===== src/rtl/network_interface_unit_pkg.sv =====
// Shared register map and packet-field positions for the network interface unit.
// Register numbers match the processor's data-memory view of the NIU.
package network_interface_unit_pkg;

  typedef enum logic [1:0] {
    NIC_IN_BUF     = 2'd0,
    NIC_IN_STATUS  = 2'd1,
    NIC_OUT_BUF    = 2'd2,
    NIC_OUT_STATUS = 2'd3
  } nic_addr_e;

  // Virtual-channel bit, counted big-endian: index 0 is the packet MSB.
  localparam int VC_BIT = 0;

endpackage


===== src/rtl/nic_channel_buffer.sv =====
// One-entry packet register with full flag; write loads and sets full, read clears full.
// Latency 1 cycle; the caller must gate wr_en with ~full and rd_en with full.
// Backpressure: none internally, the full flag is the backpressure signal.
module nic_channel_buffer #(
  parameter int DATA_WIDTH = 64
) (
  input  logic                  clk,
  input  logic                  reset,
  input  logic                  wr_en,
  input  logic [DATA_WIDTH-1:0] wr_data,
  input  logic                  rd_en,
  output logic                  full,
  output logic [DATA_WIDTH-1:0] data
);

  always_ff @(posedge clk) begin
    if (reset) begin
      full <= 1'b0;
      data <= '0;
    end else if (wr_en) begin
      full <= 1'b1;
      data <= wr_data;
    end else if (rd_en) begin
      full <= 1'b0;
    end
  end

endmodule


===== src/rtl/network_interface_unit.sv =====
// Memory-mapped NIU between the processor data port and the router local port.
// Latency: register reads 1 cycle, injection combinational, ejection 1 cycle.
// Backpressure: net_ri drops while the input buffer is full; writes to a full output buffer drop.
module network_interface_unit
  import network_interface_unit_pkg::*;
#(
  parameter int DATA_WIDTH = 64,
  parameter int ADDR_WIDTH = 2
) (
  input  logic                  clk,
  input  logic                  reset,
  input  logic [ADDR_WIDTH-1:0] addr,
  input  logic [DATA_WIDTH-1:0] d_in,
  output logic [DATA_WIDTH-1:0] d_out,
  input  logic                  nicEn,
  input  logic                  nicWrEn,
  output logic                  net_so,
  input  logic                  net_ro,
  output logic [DATA_WIDTH-1:0] net_do,
  input  logic                  net_polarity,
  input  logic                  net_si,
  output logic                  net_ri,
  input  logic [DATA_WIDTH-1:0] net_di
);

  // Big-endian bit i lives at little-endian index DATA_WIDTH-1-i.
  localparam int VC_POS = DATA_WIDTH - 1 - VC_BIT;

  logic                  in_full, out_full;
  logic [DATA_WIDTH-1:0] in_data, out_data;
  logic                  rd_req, in_rd, in_wr, out_wr;
  logic [DATA_WIDTH-1:0] rd_data;

  assign rd_req = nicEn & ~nicWrEn;
  assign out_wr = nicEn & nicWrEn & (addr == ADDR_WIDTH'(NIC_OUT_BUF)) & ~out_full;
  assign in_rd  = rd_req & (addr == ADDR_WIDTH'(NIC_IN_BUF)) & in_full;
  assign in_wr  = net_si & ~in_full;

  assign net_so = out_full & net_ro & (out_data[VC_POS] == net_polarity);
  assign net_do = out_data;
  assign net_ri = ~in_full;

  nic_channel_buffer #(.DATA_WIDTH(DATA_WIDTH)) u_in_buf (
    .clk     (clk),
    .reset   (reset),
    .wr_en   (in_wr),
    .wr_data (net_di),
    .rd_en   (in_rd),
    .full    (in_full),
    .data    (in_data)
  );

  nic_channel_buffer #(.DATA_WIDTH(DATA_WIDTH)) u_out_buf (
    .clk     (clk),
    .reset   (reset),
    .wr_en   (out_wr),
    .wr_data (d_in),
    .rd_en   (net_so),
    .full    (out_full),
    .data    (out_data)
  );

  // Status words carry the flag in big-endian bit DATA_WIDTH-1, i.e. the LSB.
  always_comb begin
    rd_data = '0;
    case (addr)
      ADDR_WIDTH'(NIC_IN_BUF):     rd_data = in_data;
      ADDR_WIDTH'(NIC_IN_STATUS):  rd_data[0] = in_full;
      ADDR_WIDTH'(NIC_OUT_STATUS): rd_data[0] = out_full;
      default:                     rd_data = '0;
    endcase
  end

  always_ff @(posedge clk) begin
    if (reset) begin
      d_out <= '0;
    end else if (rd_req) begin
      d_out <= rd_data;
    end
  end

endmodule


===== config.mk =====
export PLATFORM = sky130hd
export DESIGN_NAME = network_interface_unit
export DESIGN_NICKNAME = d
export VERILOG_FILES = /design/src/rtl/network_interface_unit_pkg.sv /design/src/rtl/nic_channel_buffer.sv /design/src/rtl/network_interface_unit.sv
export SDC_FILE = /design/constraint.sdc
export NUM_CORES = 1
export LEC_CHECK = 0
export ABC_AREA = 0
export BUFFER_PORTS_ARGS = -buffer_cell sky130_fd_sc_hd__clkbuf_2
export CAP_MARGIN = 20
export CORE_MARGIN = 2
export CORE_UTILIZATION = 29
export DETAILED_ROUTE_END_ITERATION = 12
export PLACE_DENSITY = 0.6
export SLEW_MARGIN = 30
export SYNTH_ARGS = -nofsm -noshare
export SYNTH_HDL_FRONTEND = slang
export SYNTH_SLANG_ARGS = --single-unit
export TNS_END_PERCENT = 5

===== constraint.sdc =====
create_clock -name clk -period 1.8 [get_ports clk]
set_clock_uncertainty 0.2 [all_clocks]
set_input_delay 0.45 -clock clk [delete_from_list [all_inputs] [get_ports clk]]
set_output_delay 0.45 -clock clk [all_outputs]
set_load 0.1 [all_outputs]

### Word level (Yosys, flattened, before mapping)

Cells that the tools add are included.

| storage, ports and cells | value |
|---|---|
| register bits after elaboration | 194 |
| output and inout port bits | 130 |
| logic and storage cells | 30 |

| cells by class | value |
|---|---|
| equal/unequal tests | 4 |
| mux-type cells | 6 |
| bitwise gates (word level) | 12 |
| reduce and logical (&&, ||, !) cells | 3 |

Operator list:

| kind | count |
|---|---|
| $mux 63 | 1 |
| $and 1x1->1 | 9 |
| $eq 2x2->1 const B | 2 |
| $mux 1 | 4 |
| $reduce_bool 2->1 | 2 |
| $not 1->1 | 3 |
| $pmux 1 s3 | 1 |
| $eq 2x1->1 const B | 1 |
| $logic_not 2->1 | 1 |
| $eq 1x1->1 | 1 |

### Longest topological paths before layout

| depth | value |
|---|---|
| depth after elaboration | 6 |
| gate-level depth with buffers | 5 |
| gate-level depth less buffers | 3 |

### Modules after synthesis

Synthesis repeated with hierarchy kept, for this count alone.

| unflattened totals | value |
|---|---|
| cell total of the unflattened synthesis | 646 |
| area, all modules | 7,511.0 µm² |

By module, submodules not included:

| module | times used | cells an instance | area each (µm²) | seq. area each (µm²) |
|---|---|---|---|---|
| nic_channel_buffer | 2 | 210 | 2,344.7 | 1,301.2 |
| network_interface_unit | 1 | 226 | 2,821.5 | 1,281.2 |

### Worst setup path after synthesis

OpenSTA, ideal clock, no wires.

| path | value |
|---|---|
| path type | reg-to-output |
| start point | reg u_out_buf.data[63] |
| end point | out net_so |
| arrival | 1,959 ps |
| slack | -809 ps |
| cell stages (with the launch flop) | 3 |
| path through | dfxtp_1 xnor2_1 and3_1 |

| on the way | value |
|---|---|
| cells in the longest elaborated chain, start to end | 2 |

RTL lines:

| element | line | RTL |
|---|---|---|
| from (decl) | nic_channel_buffer.sv:13 | `output logic [DATA_WIDTH-1:0] data` |
| from (signal assigned) | nic_channel_buffer.sv:22 | `data <= wr_data;` |
| $eq 1x1->1 | network_interface_unit.sv:39 | `assign net_so = out_full & net_ro & (out_data[VC_POS] == net_polarity);` |
| $and 1x1->1 | network_interface_unit.sv:39 |  |
| to (decl) | network_interface_unit.sv:17 | `output logic net_so,` |

No other way between the ends.

### Worst setup path after layout

Same ends and word-level chain as after synthesis.

==> impl_metrics.xml <==
<?xml version="1.0" encoding="UTF-8"?>
<metrics>
  <group name="worst_hold_path">
    <metric name="hold_path.class" unit="">in2reg</metric>
  </group>
  <group name="synth">
    <metric name="yosysSeqAreaShare" unit="%">52.71</metric>
    <metric name="synth_warnings" unit="">0</metric>
    <metric name="yosysTopAreaCellShare" unit="%">52.71</metric>
    <metric name="avgSynthCellArea" unit="um^2">8.538</metric>
    <metric name="ys_ff_latch" unit="">194</metric>
    <metric name="yosysUniqueCellTypes" unit="">24</metric>
    <metric name="synth_edf_count" unit="">0</metric>
    <metric name="synth_async_sr_flop_share" unit="%">0</metric>
    <metric name="primary_flip_flop_cell_chosen_by_synthesis_mapping" unit="">sky130_fd_sc_hd__dfxtp_1</metric>
    <metric name="synthCells" unit="">863</metric>
    <metric name="synthesis.nets" unit="">1000</metric>
    <metric name="netlist_top_cells_area" unit="">sky130_fd_sc_hd__dfxtp_1 (53%), sky130_fd_sc_hd__nand2_1 (6.6%), sky130_fd_sc_hd__a22oi_1 (6.4%)</metric>
    <metric name="syn_area" unit="mm^2">0.007368</metric>
    <metric name="post-synth-top-area-cell" unit="">sky130_fd_sc_hd__dfxtp_1</metric>
  </group>
  <group name="pwr">
    <metric name="fin_total_pwr" unit="uW">9265</metric>
    <metric name="max-vdd-ir-drop" unit="mV">0.4724</metric>
    <metric name="cellPowerDensity" unit="mW/mm^2">904.6</metric>
    <metric name="power.leakage" unit="uW">0.004272</metric>
  </group>
  <group name="placed_design">
    <metric name="io_buffers" unit="">266</metric>
    <metric name="gp_congestion" unit="">0.7303</metric>
    <metric name="place.detailed.hpwl" unit="mm">14.21</metric>
    <metric name="dpl_worst_slack" unit="ns">-0.1567</metric>
  </group>
  <group name="worst_setup_path">
    <metric name="cp_endpoint_kind" unit="">output port</metric>
    <metric name="worstPathMaxFanout" unit="">2</metric>
    <metric name="timing.critical_path.required" unit="ns">1.15</metric>
    <metric name="timing.setup.critical_path_class" unit="">reg2out</metric>
    <metric name="critPathArrivalTime" unit="ns">1.34</metric>
    <metric name="timing.critical_path.from_type" unit="">register</metric>
  </group>
  <group name="clocking">
    <metric name="clock_sink_count" unit="">194</metric>
    <metric name="tritoncts_buffer_count" unit="">17</metric>
    <metric name="worstSkewPairLatency" unit="ns">0.42</metric>
    <metric name="cts_tree" unit="">built</metric>
    <metric name="clkSlewWorstSetupHoldPaths" unit="ns">0.08</metric>
    <metric name="cts_htree_levels" unit="">4</metric>
    <metric name="clockRootBuffer" unit="">sky130_fd_sc_hd__clkbuf_16</metric>
    <metric name="cts.path.max_buffers" unit="">2</metric>
  </group>
  <group name="floorplanning">
    <metric name="design.portCount" unit="">267</metric>
    <metric name="dieHeight" unit="um">163.4</metric>
    <metric name="number_of_core_rows" unit="">58</metric>
    <metric name="die-width" unit="um">163.4</metric>
    <metric name="floorplan.core_area" unit="mm^2">0.02504</metric>
    <metric name="floorplan.initialDensity" unit="%">29.43</metric>
    <metric name="die_area" unit="mm^2">0.02670</metric>
  </group>
  <group name="finish">
    <metric name="layout-drive-gt1-share" unit="%">30.56</metric>
    <metric name="seqCellArea" unit="mm^2">0.003895</metric>
    <metric name="final_nets" unit="">1243</metric>
    <metric name="mostFrequentLayoutCell" unit="">sky130_fd_sc_hd__dfxtp_1</metric>
    <metric name="layout_common_cells" unit="">sky130_fd_sc_hd__dfxtp_1 (191), sky130_fd_sc_hd__buf_4 (140), sky130_fd_sc_hd__clkbuf_2 (135)</metric>
    <metric name="area.growth.synth_to_final" unit="%">39.00</metric>
    <metric name="multiInputGateArea" unit="mm^2">0.003117</metric>
    <metric name="nFillCells" unit="">2580</metric>
  </group>
  <group name="sta">
    <metric name="grt_setup_unrepaired" unit="">true</metric>
    <metric name="slew_violations" unit="">0</metric>
    <metric name="final_hold_viol_count" unit="">0</metric>
    <metric name="timing_worst_slew_pin_value" unit="ns">0.5914</metric>
    <metric name="worst_rel_slew_slack" unit="%">60.57</metric>
    <metric name="postLayoutSetupSlackWorst" unit="ns">-0.1878</metric>
    <metric name="fin_setup_tns" unit="ns">-0.1878</metric>
    <metric name="f_max" unit="MHz">503.1</metric>
    <metric name="timing.final.crit_period" unit="ns">1.988</metric>
    <metric name="setup_violation_total_in_the_final_timing_report" unit="">1</metric>
    <metric name="post-route-period-util" unit="%">110.4</metric>
  </group>
  <group name="routing">
    <metric name="via_to_cell_ratio" unit="">4.599</metric>
    <metric name="first_iter_violations" unit="">395</metric>
    <metric name="avgRoutedWirePerCell" unit="um">14.35</metric>
    <metric name="postRouteWirelength" unit="mm">20.82</metric>
    <metric name="via_count" unit="">6673</metric>
    <metric name="drt-pass1-iter-count" unit="">5</metric>
    <metric name="route.detailed.drc" unit="">0</metric>
    <metric name="route.antenna.remaining_nets" unit="">0</metric>
  </group>
  <group name="global_route">
    <metric name="grt_pass1_wl" unit="mm">33.40</metric>
    <metric name="grt_max_degree" unit="">65</metric>
    <metric name="globalRouteOverflowTotal" unit="">0</metric>
    <metric name="grt_use_total" unit="%">15.62</metric>
    <metric name="grt_pass1_vias" unit="">6348</metric>
    <metric name="grt_antenna_before_repair" unit="">1</metric>
  </group>
  <group name="run_status">
    <metric name="run_status" unit="">finished, violations left</metric>
    <metric name="failed_checks" unit="">setup timing</metric>
  </group>
  <group name="run">
    <metric name="maxCapViolations" unit="">0</metric>
  </group>
</metrics>
==> registers in the layout, indices dropped and copies added, names as in the netlist <==
signal / flops
d_out: 64
u_in_buf.data: 64
u_in_buf.full: 1
u_out_buf.data: 64
u_out_buf.full: 1
==> stage by stage <==
step / cells / hold slack (ns) / cell area, um^2 / util (%)
2_1_floorplan: 863 / 0.2360 / 7377 / -
3_3_place_gp: 1417 / 0.2417 / 9629 / 38.46
3_5_place_dp: 1417 / 0.2455 / 9629 / 38.46
4_1_cts: 1449 / 0.01403 / 10230 / 40.87
5_1_grt: 1449 / 0.03084 / 10240 / 40.89
6_report: 1451 / 0.04063 / 10240 / 40.91
==> cells by family (layout without fill, tap and decap cells) <==
logic type / count (synthesis) / after routing / share of synthesized area [%]
flops: 194 / 194 / 52.71
xor+xnor: 1 / 1 / 0.1189
simple gates: 331 / 331 / 21.70
mux: 1 / 1 / 0.1359
compound gates: 258 / 258 / 19.73
buf+inv: 78 / 334 / 5.604
other cells: 0 / 2 / 0
==> power breakdown <==
part	internal [uW]	switching, uW
Combinational	381	719
Clock	1900	1790
Sequential	4410	65.6
==> what timing repair did <==
action / 4_1_cts / 5_1_grt
hold buffers: 0 / 0
buffers inserted: 1 / 0
resized for setup: 7 / 1
pin swaps: 1 / 0
endpoints found under the setup margin: 2 / 2
cloned: 0 / 0
==> metal layers <==
layer,global-route usage [%],vias to the layer above,share of wire [%]
li1,-,3366,-
met1,19.50,3071,43
met2,24.57,221,45
met3,6.450,15,11
met4,4.747,0,1.2
met5,0,-,0
==> cell usage after synthesis (6+ instances only) <==
| cell type | number |
|---|---|
| sky130_fd_sc_hd__clkbuf_1 | 25 |
| sky130_fd_sc_hd__o21ai_1 | 64 |
| sky130_fd_sc_hd__buf_2 | 39 |
| sky130_fd_sc_hd__nor2_1 | 64 |
| sky130_fd_sc_hd__buf_4 | 7 |
| sky130_fd_sc_hd__nor2b_1 | 65 |
| sky130_fd_sc_hd__a22oi_1 | 63 |
| sky130_fd_sc_hd__dfxtp_1 | 194 |
| sky130_fd_sc_hd__nand2b_1 | 67 |
| sky130_fd_sc_hd__a21oi_1 | 64 |
| sky130_fd_sc_hd__buf_6 | 6 |
| sky130_fd_sc_hd__nand2_1 | 130 |
| sky130_fd_sc_hd__o21ai_0 | 64 |
==> final cells by class <==
class                           count  area share [%]
Timing Repair Buffer              301           21.85
Multi-Input combinational cell    591           30.43
Sequential cell                   194           38.03
Antenna cell                        2         0.04886
Tap cell                          330           4.031
Clock inverter                     12           1.112
Inverter                            1         0.03665
Clock buffer                       20           4.459
==> final timing paths <==
path / start / to / slack (ns) / cells after the start
setup / recovery: u_out_buf.data[63]$_SDFFE_PP0P_ / net_so / -0.19 / 3
hold / removal: net_di[20] / u_in_buf.data[20]$_SDFFE_PP0P_ / 0.04 / 3
setup reg to reg: u_out_buf.full$_SDFFE_PP0P_ / u_out_buf.data[56]$_SDFFE_PP0P_ / 0.36 / 3
hold reg to reg: u_in_buf.data[44]$_SDFFE_PP0P_ / u_in_buf.data[44]$_SDFFE_PP0P_ / 0.25 / 2
==> critical path, cell delays in order (launching register included) <==
cell	delay, ns
sky130_fd_sc_hd__dfxtp_4	0.37
sky130_fd_sc_hd__xnor2_4	0.16
sky130_fd_sc_hd__and3_4	0.22
sky130_fd_sc_hd__buf_12	0.17
Power figures use the tool's default switching activity.
